File: src/rtl/sha_pkg.sv
`default_nettype none
// ============================================================================
// Module   : sha_pkg
// Purpose  : Shared SHA-256 types and constants: chaining state, message
//            block, initial hash value and block geometry.
// Revision : 1.0  initial release
// ============================================================================
package sha_pkg;

   localparam int BLOCK_WORDS = 16;
   localparam int WORD_W      = 32;
   localparam int CNT_W       = 4;

   // Eight 32-bit chaining words; index 0 is H0 (a).
   typedef logic [7:0][WORD_W-1:0] HashState;

   // Sixteen 32-bit message words; index 0 is the first word received.
   typedef logic [BLOCK_WORDS-1:0][WORD_W-1:0] MsgBlock;

   // FIPS 180-4 initial hash value, H7 first so that element [0] is H0.
   localparam HashState SHA256_IV = {
      32'h5be0cd19, 32'h1f83d9ab, 32'h9b05688c, 32'h510e527f,
      32'ha54ff53a, 32'h3c6ef372, 32'hbb67ae85, 32'h6a09e667
   };

endpackage : sha_pkg
`default_nettype wire

File: src/rtl/sha_word_assembler.sv
`default_nettype none
// ============================================================================
// Module   : sha_word_assembler
// Purpose  : Captures accepted message words into a 16-slot assembly buffer
//            and counts them. Also latches the per-block first flag and the
//            midstate offered with word 0, and flags acceptance of word 15.
// Revision : 1.0  initial release
// ============================================================================
module sha_word_assembler
   import sha_pkg::*;
(
   input  logic                 clk,
   input  logic                 rst,
   input  logic                 i_we,
   input  logic                 i_abort,
   input  logic [WORD_W-1:0]    i_word,
   input  logic                 i_first,
   input  HashState             i_midstate,
   output logic [CNT_W-1:0]     o_count,
   output MsgBlock              o_buf,
   output logic                 o_last,
   output logic                 o_first,
   output HashState             o_midstate
);

   localparam logic [CNT_W-1:0] c_LAST_WORD = CNT_W'(BLOCK_WORDS - 1);

   logic [CNT_W-1:0] r_count;
   MsgBlock          r_buf;
   logic             r_first;
   HashState         r_mid;

   // Abort outranks a word presented in the same cycle, so the word is lost.
   logic w_store;
   assign w_store = i_we & ~i_abort;

   // Word storage, wrapping slot counter and block-start attributes.
   always_ff @(posedge clk) begin
      if (rst) begin
         r_count <= '0;
         r_buf   <= '0;
         r_first <= 1'b0;
         r_mid   <= SHA256_IV;
      end else if (i_abort) begin
         r_count <= '0;
      end else if (w_store) begin
         r_buf[r_count] <= i_word;
         r_count        <= r_count + 4'd1;
         if (r_count == '0) begin
            r_first <= i_first;
            if (i_first) begin
               r_mid <= i_midstate;
            end
         end
      end
   end

   assign o_count    = r_count;
   assign o_buf      = r_buf;
   assign o_last     = w_store & (r_count == c_LAST_WORD);
   assign o_first    = r_first;
   assign o_midstate = r_mid;

endmodule : sha_word_assembler
`default_nettype wire

File: src/rtl/sha_block_injector.sv
`default_nettype none
// ============================================================================
// Module   : sha_block_injector
// Purpose  : Assembles 32-bit message words into 512-bit blocks and issues
//            each completed block with its chaining state to the round
//            pipeline as a one-cycle valid_o pulse. A gap counter enforces
//            MIN_GAP idle cycles before the next block may start.
// Options  : SHA_INJECT_DOUBLE_BUFFER_EN - separate output block register,
//            word_ready_o stays high in the issue cycle (16-cycle period).
//            Undefined: assembly buffer drives W_o, 17-cycle period.
// Revision : 1.0  initial release
// ============================================================================
module sha_block_injector
   import sha_pkg::*;
#(
   parameter int unsigned MIN_GAP = 0
)
(
   input  logic                 clk,
   input  logic                 rst,
   input  HashState             midstate_i,
   input  logic [WORD_W-1:0]    word_i,
   input  logic                 word_valid_i,
   output logic                 word_ready_o,
   input  logic                 first_i,
   input  logic                 abort_i,
   output HashState             state_o,
   output MsgBlock              W_o,
   output logic                 valid_o,
   output logic                 newblock_o
);

   localparam logic [CNT_W-1:0] c_GAP_LOAD = CNT_W'(MIN_GAP);

   logic [CNT_W-1:0] w_count;
   MsgBlock          w_buf;
   logic             w_last;
   logic             w_first;
   HashState         w_mid;
   logic             w_accept;
   logic             w_issue_block;
   logic             w_word0_ok;

   logic             r_valid;
   logic             r_newblock;
   HashState         r_state;
   logic [CNT_W-1:0] r_gap;

   sha_word_assembler u_assembler (
      .clk        (clk),
      .rst        (rst),
      .i_we       (w_accept),
      .i_abort    (abort_i),
      .i_word     (word_i),
      .i_first    (first_i),
      .i_midstate (midstate_i),
      .o_count    (w_count),
      .o_buf      (w_buf),
      .o_last     (w_last),
      .o_first    (w_first),
      .o_midstate (w_mid)
   );

`ifdef SHA_INJECT_DOUBLE_BUFFER_EN
   // The issue cycle only stalls word 0 when a gap is requested.
   assign w_issue_block = (MIN_GAP != 0) & r_valid;
`else
   // The shared buffer is still on W_o during the issue cycle.
   assign w_issue_block = r_valid;
`endif

   // Word 0 waits for the gap to drain; words 1..15 are never gated.
   assign w_word0_ok   = ~w_issue_block & (r_gap == '0);
   assign word_ready_o = ~rst & ((w_count != '0) | w_word0_ok);
   assign w_accept     = word_valid_i & word_ready_o;

   // Issue pulse plus the chaining-state / newblock output registers.
   always_ff @(posedge clk) begin
      if (rst) begin
         r_valid    <= 1'b0;
         r_newblock <= 1'b0;
         r_state    <= SHA256_IV;
      end else begin
         r_valid <= w_last;
         if (w_last) begin
            r_newblock <= w_first;
            if (w_first) begin
               r_state <= w_mid;
            end
         end
      end
   end

   // Gap counter: loaded as the issue pulse ends, counts down to zero.
   always_ff @(posedge clk) begin
      if (rst) begin
         r_gap <= '0;
      end else if (r_valid) begin
         r_gap <= c_GAP_LOAD;
      end else if (r_gap != '0) begin
         r_gap <= r_gap - 4'd1;
      end
   end

`ifdef SHA_INJECT_DOUBLE_BUFFER_EN
   MsgBlock w_block_next;
   MsgBlock r_W;

   // Completed block: stored words plus word 15 arriving this cycle.
   always_comb begin
      w_block_next                  = w_buf;
      w_block_next[BLOCK_WORDS - 1] = word_i;
   end

   // Output block register, refreshed only at issue.
   always_ff @(posedge clk) begin
      if (rst) begin
         r_W <= '0;
      end else if (w_last) begin
         r_W <= w_block_next;
      end
   end

   assign W_o = r_W;
`else
   assign W_o = w_buf;
`endif

   assign valid_o    = r_valid;
   assign newblock_o = r_newblock;
   assign state_o    = r_state;

endmodule : sha_block_injector
`default_nettype wire
File: config.mk
export PLATFORM = sky130hd
export DESIGN_NAME = sha_block_injector
export DESIGN_NICKNAME = d
export VERILOG_FILES = /design/src/rtl/sha_pkg.sv /design/src/rtl/sha_word_assembler.sv /design/src/rtl/sha_block_injector.sv
export SDC_FILE = /design/constraint.sdc
export NUM_CORES = 2
export LEC_CHECK = 0
export ABC_AREA = 1
export CORE_AREA = 2 2 419 421
export DETAILED_ROUTE_END_ITERATION = 7
export DIE_AREA = 0 0 421 423
export GPL_TIMING_DRIVEN = 0
export RECOVER_POWER = 100
export SLEW_MARGIN = 20
export SYNTH_ARGS = -nofsm -noshare
export SYNTH_HDL_FRONTEND = slang
export SYNTH_SLANG_ARGS = --single-unit
File: constraint.sdc
create_clock -name clk -period 2.6 [get_ports clk]
set_clock_uncertainty 0.15 [all_clocks]
set_input_delay 0.39 -clock clk [delete_from_list [all_inputs] [get_ports clk]]
set_output_delay 0.39 -clock clk [all_outputs]
set_load 0.02 [all_outputs]
# ---- After elaboration in Yosys (flattened, before gate mapping)
# Index checks and enable logic that the tools add are counted.
dict set report word_totals {
  register_bits 1035
  out_inout_bits 771
  wordCells 65
}
dict set report classes {
  bitwise_logic 9
  n_reduce_logical 11
  n_lt_le_gt_ge 2
  n_mux 3
  eq_ne 1
  add_sub_neg 2
}
# cell count
set ops {}
lappend ops {{bitwise mux 512 bit} 1}
lappend ops {{demux 32 bit (select 4 bit)} 1}
lappend ops {{2-to-1 mux 32 bit} 1}
lappend ops {{zero test 4 bit} 2}
lappend ops {{nonzero test 4 bit} 2}
lappend ops {{bitwise AND 1 bit} 5}
lappend ops {{< comparator 4 x 5 -> 1 bit, second input constant} 1}
lappend ops {{adder 4 x 1 -> 4 bit, second input constant} 1}
lappend ops {{== test 4 bit, second input constant} 1}
lappend ops {{greater-or-equal comparator 4 x 1 -> 1 bit, second input constant} 1}
lappend ops {{AND reduction 2 bit} 2}
lappend ops {{AND reduction 4 bit} 1}
lappend ops {{OR reduction 2 bit} 2}
lappend ops {{subtractor 4 x 1 -> 4 bit, second input constant} 1}
lappend ops {{NOT 1 bit} 3}
lappend ops {{AND reduction 3 bit} 1}
lappend ops {{logical AND 1 bit} 1}
lappend ops {{bitwise OR 1 bit} 1}

# ---- Longest topological paths before layout
dict set report depth {
  ltp_word 8
  mapped_depth 12
  mapped_depth_nobuf 10
}

# ---- Hierarchy
# From an unflattened synthesis, not the netlist that was laid out.
dict set report hier_totals {
  hier_cells 4947
  area_unflattened_um2 37497.2
}
# module instances cells_per_inst seq_area_each_um2 area_per_inst_um2
set modules_own_cells {}
lappend modules_own_cells {sha_word_assembler 1 3798 15474.8 28347.2}
lappend modules_own_cells {sha_block_injector 1 1149 5245.0 9150.0}

# ---- Worst setup path before layout
# OpenSTA, ideal clock, no wires.
dict set report synth_timing {
  path_kind {register to register}
  start {register u_assembler.r_count[0] (netlist: u_assembler.o_count[0])}
  end {register u_assembler.r_buf, in the netlist u_assembler.o_buf[257]}
  period_less_slack_ns 2.145
  slack_ns 0.455
  path_stages_with_launch 13
  n_path_buf 2
  arrival_time_ns 1.862
  path_cell_list {dfxtp_1 > inv_1 > ha_1 > nand2_4 > nand2_1 > nand2_2 > nand3_4 > inv_2 > buf_4 > nand2_1 > buf_2 > nand2_1 > a21oi_1}
}
dict set report synth_via {
  elab_chain_len 6
  word_cells_on_any_way 12
  classes_between {order compare: 2; mux: 3; bitwise: 4; reduce/logical: 3}
}
# element line_no
set synth_rtl {}
lappend synth_rtl {{start, declared} sha_word_assembler.sv:28} ;# logic [CNT_W-1:0] r_count;
lappend synth_rtl {{start signal, assigned} sha_word_assembler.sv:48} ;# r_count <= r_count + 4'd1;
lappend synth_rtl {{nonzero test 4 bit} sha_block_injector.sv:74} ;# assign word_ready_o = ~rst & ((w_count != '0) | w_word0_ok);
lappend synth_rtl {{bitwise OR 1 bit} sha_block_injector.sv:74}
lappend synth_rtl {{bitwise AND 1 bit} sha_block_injector.sv:74}
lappend synth_rtl {{via word_ready_o} sha_block_injector.sv:24} ;# output logic word_ready_o,
lappend synth_rtl {{bitwise AND 1 bit} sha_block_injector.sv:75} ;# assign w_accept = word_valid_i & word_ready_o;
lappend synth_rtl {{bitwise AND 1 bit} sha_word_assembler.sv:35} ;# assign w_store = i_we & ~i_abort;
lappend synth_rtl {{AND reduction 2 bit (no source line)} -}
lappend synth_rtl {{end signal, assigned by index} sha_word_assembler.sv:47} ;# r_buf[r_count] <= i_word;
lappend synth_rtl {{end, declared} sha_word_assembler.sv:29} ;# MsgBlock r_buf;
# The timed path passes the listed nets, and every way through them passes these cells.
# A chain may end at the register's enable or synchronous reset.

# ---- Worst setup path in the final report
dict set report layout_timing {
  start {input rst}
  end {register u_assembler.r_buf, in the netlist u_assembler.o_buf[46]}
}
dict set report layout_via {
  elab_chain_len 5
}
# element line_no
set layout_rtl {}
lappend layout_rtl {{start, declared} sha_block_injector.sv:20} ;# input logic rst,
lappend layout_rtl {{NOT 1 bit} sha_block_injector.sv:74}
lappend layout_rtl {{bitwise AND 1 bit} sha_block_injector.sv:74}
lappend layout_rtl {{bitwise AND 1 bit} sha_block_injector.sv:75}
lappend layout_rtl {{bitwise AND 1 bit} sha_word_assembler.sv:35}
lappend layout_rtl {{AND reduction 2 bit (no source line)} -}
# Parallel ways exist; a longest one is shown, timed or not.

==> flow_metrics.tcl <==
set metrics [dict create \
    worstMarginPinSlew_ns 1.29 \
    required_ns 3.06 \
    htree_levels 3 \
    cts_tree "built" \
    wl_met3_um 14200 \
    arrival_ns 3.02 \
    grt.overflow.total 0 \
    period_minus_slack_ns 2.56 \
    num_rows 153 \
    period_share_pct 98.5 \
    area_delta_synth_final_pct 49.7 \
    wl_per_cell_um 22.1 \
    core_area_sq_um 173000 \
    yosysTopAreaCell "dfxtp_1" \
    cts.sinks 1035 \
    port_buffers 1030 \
    leakage_nw 23.7 \
    slew_violations 0 \
    cp-start-kind "primary input" \
    netlist_area_sq_um 38500 \
    setup_ws_ns 0.0386 \
    drc 0 \
    boundaryPins 1064 \
    dieHeight_um 423 \
    clk_pin_slew_ns 0.06 \
    ctsLongestPathBuffers 3 \
    syn_area_per_cell_sq_um 7.47 \
    initial_core_util_pct 22.2 \
    drv_cap 0 \
    dp_hpwl_um 151000 \
    fin_nets 6755 \
    relSlewSlack_pct 14.0 \
    setup_viol 0 \
    synth_seq_cells 1035 \
    powerDensity_nw_per_um2 619 \
    drtPass1Iterations 6 \
    syn_inst 5147 \
    syn_nets 5446 \
    die_x_um 421 \
    routed.top_layer "met4" \
    cts_buffers 115 \
    vdd_drop_max_mv 0.507 \
    grt_usage_pct 21.1 \
    via_count 40300 \
    ys_warn_count 0 \
    ant_nets 0 \
    status "complete, no violations" \
    synth_area_leaders "dfxtp_1 54%, nand2_1 14%, nand3_1 12%, a21oi_1 6.7%, nor2_1 4.9%" \
    drive_gt1_share_pct 6.96 \
    synth_top_area_share_pct 53.9 \
    reg2reg_slack_ns 0.10 \
    fmax_mhz 390 \
    utilization_pct 33.2 \
    routed_via_density 4.53 \
    first_iter_violations 3113 \
    hold_viol_final 0 \
    grt_pass1_wl_um 276000 \
    clock_latency_ns 0.77 \
    antenna_found_initial 22 \
    yosysSeqAreaShare_pct 53.9 \
    totalWireLength_um 197000 \
    route.met2.wl_um 97600 \
    cp_max_fo 10 \
    hp-class "in2reg" \
    pre_cts_slack_ns -1.54 \
    wirelength_met1_um 74100 \
    design.die.area_sq_um 178000 \
    worst_setup_path_end_kind "flop" \
    synthDistinctLibCells 25 \
    grt_pass1_vias 39000 \
    criticalPathCategory "in2reg" \
    clockRootBuffer "clkbuf_16" \
    grt_start_max_net_pins 17 \
    gp_congestion 0.924 \
]
[state kept, by name, indices dropped and copies added, names as in the netlist]
name	count
state_o	256
u_assembler.o_buf	512
r_gap	4
u_assembler.o_first	1
newblock_o	1
valid_o	1
u_assembler.o_count	4
u_assembler.o_midstate	256
[cell usage after synthesis]
| library cell | number |
|---|---|
| nand4_1 | 2 |
| inv_1 | 258 |
| nand2_4 | 1 |
| nand3_4 | 1 |
| o21ai_0 | 5 |
| nand2_1 | 1449 |
| a21oi_1 | 517 |
| a21boi_0 | 1 |
| nor2_4 | 2 |
| buf_1 | 27 |
| ha_1 | 6 |
| dfxtp_1 | 1035 |
| clkbuf_1 | 241 |
| nor2_1 | 503 |
| xnor2_1 | 1 |
| buf_2 | 128 |
| buf_4 | 60 |
| nor3_1 | 2 |
| o22ai_1 | 1 |
| nand4_2 | 2 |
| nand2_2 | 1 |
| o21a_1 | 1 |
| nand3_1 | 899 |
| nor2_2 | 2 |
| inv_2 | 2 |
[layout make-up]
| class | count | area, sq um |
|---|---|---|
| repair buffers | 1194 | 12000 |
| multi-input cells | 3396 | 14800 |
| inverters | 260 | 981 |
| well taps | 2325 | 2910 |
| flip-flops and latches | 1035 | 20700 |
| clock buffers | 166 | 3300 |
| plain buffers | 454 | 2250 |
| diodes | 11 | 27.5 |
| clock inverters | 43 | 598 |
| fillers | 18300 | 116000 |
[worst paths after layout]
check	start	endpoint	cells after the start
max reg2reg	u_assembler.o_count[0]	u_assembler.o_buf[479]	11
max	rst	u_assembler.o_buf[46]	5
min reg2reg	state_o[234]	state_o[234]	2
min	midstate_i[72]	u_assembler.o_midstate[72]	3
[cells by family (layout without fill, tap and decap cells)]
kind of cell / count (synthesis) / in the layout / share of synthesized area, %
fa+ha+maj: 6 / 6 / 0.195
xor+xnor: 1 / 1 / 0.0228
compound gates: 525 / 525 / 6.85
other cells: 0 / 11 / 0
flops: 1035 / 1035 / 53.9
simple gates: 2864 / 2864 / 31.1
buf+inv: 716 / 2117 / 7.99
[worst max-delay path: stages]
cell and delay (ns):
clkdlybuf4s50_1 0.57, clkbuf_2 0.43, clkbuf_1 0.76, clkbuf_1 0.73
a21oi_1 0.10
[cell usage in the layout, fill, tap and decap left out, types with 3 or more instances in the layout]
cell	instances
nand2_1	1447
dfxtp_1	1033
nand3_1	898
dlygate4sd3_1	898
a21oi_1	517
nor2_1	497
clkdlybuf4s50_1	263
inv_1	255
clkbuf_1	235
clkbuf_16	116
clkbuf_2	92
buf_4	79
buf_2	41
buf_1	27
clkbuf_8	23
clkbuf_4	16
clkinv_2	15
buf_12	12
diode_2	11
bufinv_16	11
inv_6	8
buf_6	6
nor2_2	5
nor2_4	5
o21ai_0	5
ha_1	5
inv_2	4
clkinvlp_4	4
dlygate4sd2_1	4
inv_16	3
[through the flow]
step	hold WS [ns]	instance area (sq um)	total power (W)	instances	setup TNS [ns]
final	0.0954	57600	0.0356	8884	0
after global routing	0.0656	57600	0.0367	8882	-0.00359
after CTS	0.00144	57500	0.0360	8871	0
after detailed placement	0.292	51900	0.0187	8510	-1006.76
after global placement	0.288	51700	0.0186	8502	-998.48
after floorplan	0.279	38500	0.0174	5147	0
[metal layers]
layer | track usage [%] | vias to the layer above
met5 | 0 | -
met4 | 10.5 | 0
met3 | 4.61 | 445
met2 | 37.8 | 1708
met1 | 23.6 | 19000
li1 | - | 19100
[timing repair]
item                                    4_1_cts  5_1_grt
endpoints found under the setup margin     1025      321
gates cloned                                  1        1
setup buffers                                15        3
hold endpoints to repair                    258        0
resized for setup                            63       52
hold buffers                                136        0
pin swaps                                     6        2
[power breakdown]
part | leakage, nW | internal (W) | total [W] | switching [W]
sequential | 8.37 | 0.0160 | 0.0161 | 0.0000947
clock | 1.91 | 0.00992 | 0.0171 | 0.00715
combinational | 13.4 | 0.000890 | 0.00242 | 0.00153
No activity file was read; power rests on OpenSTA's default activity.
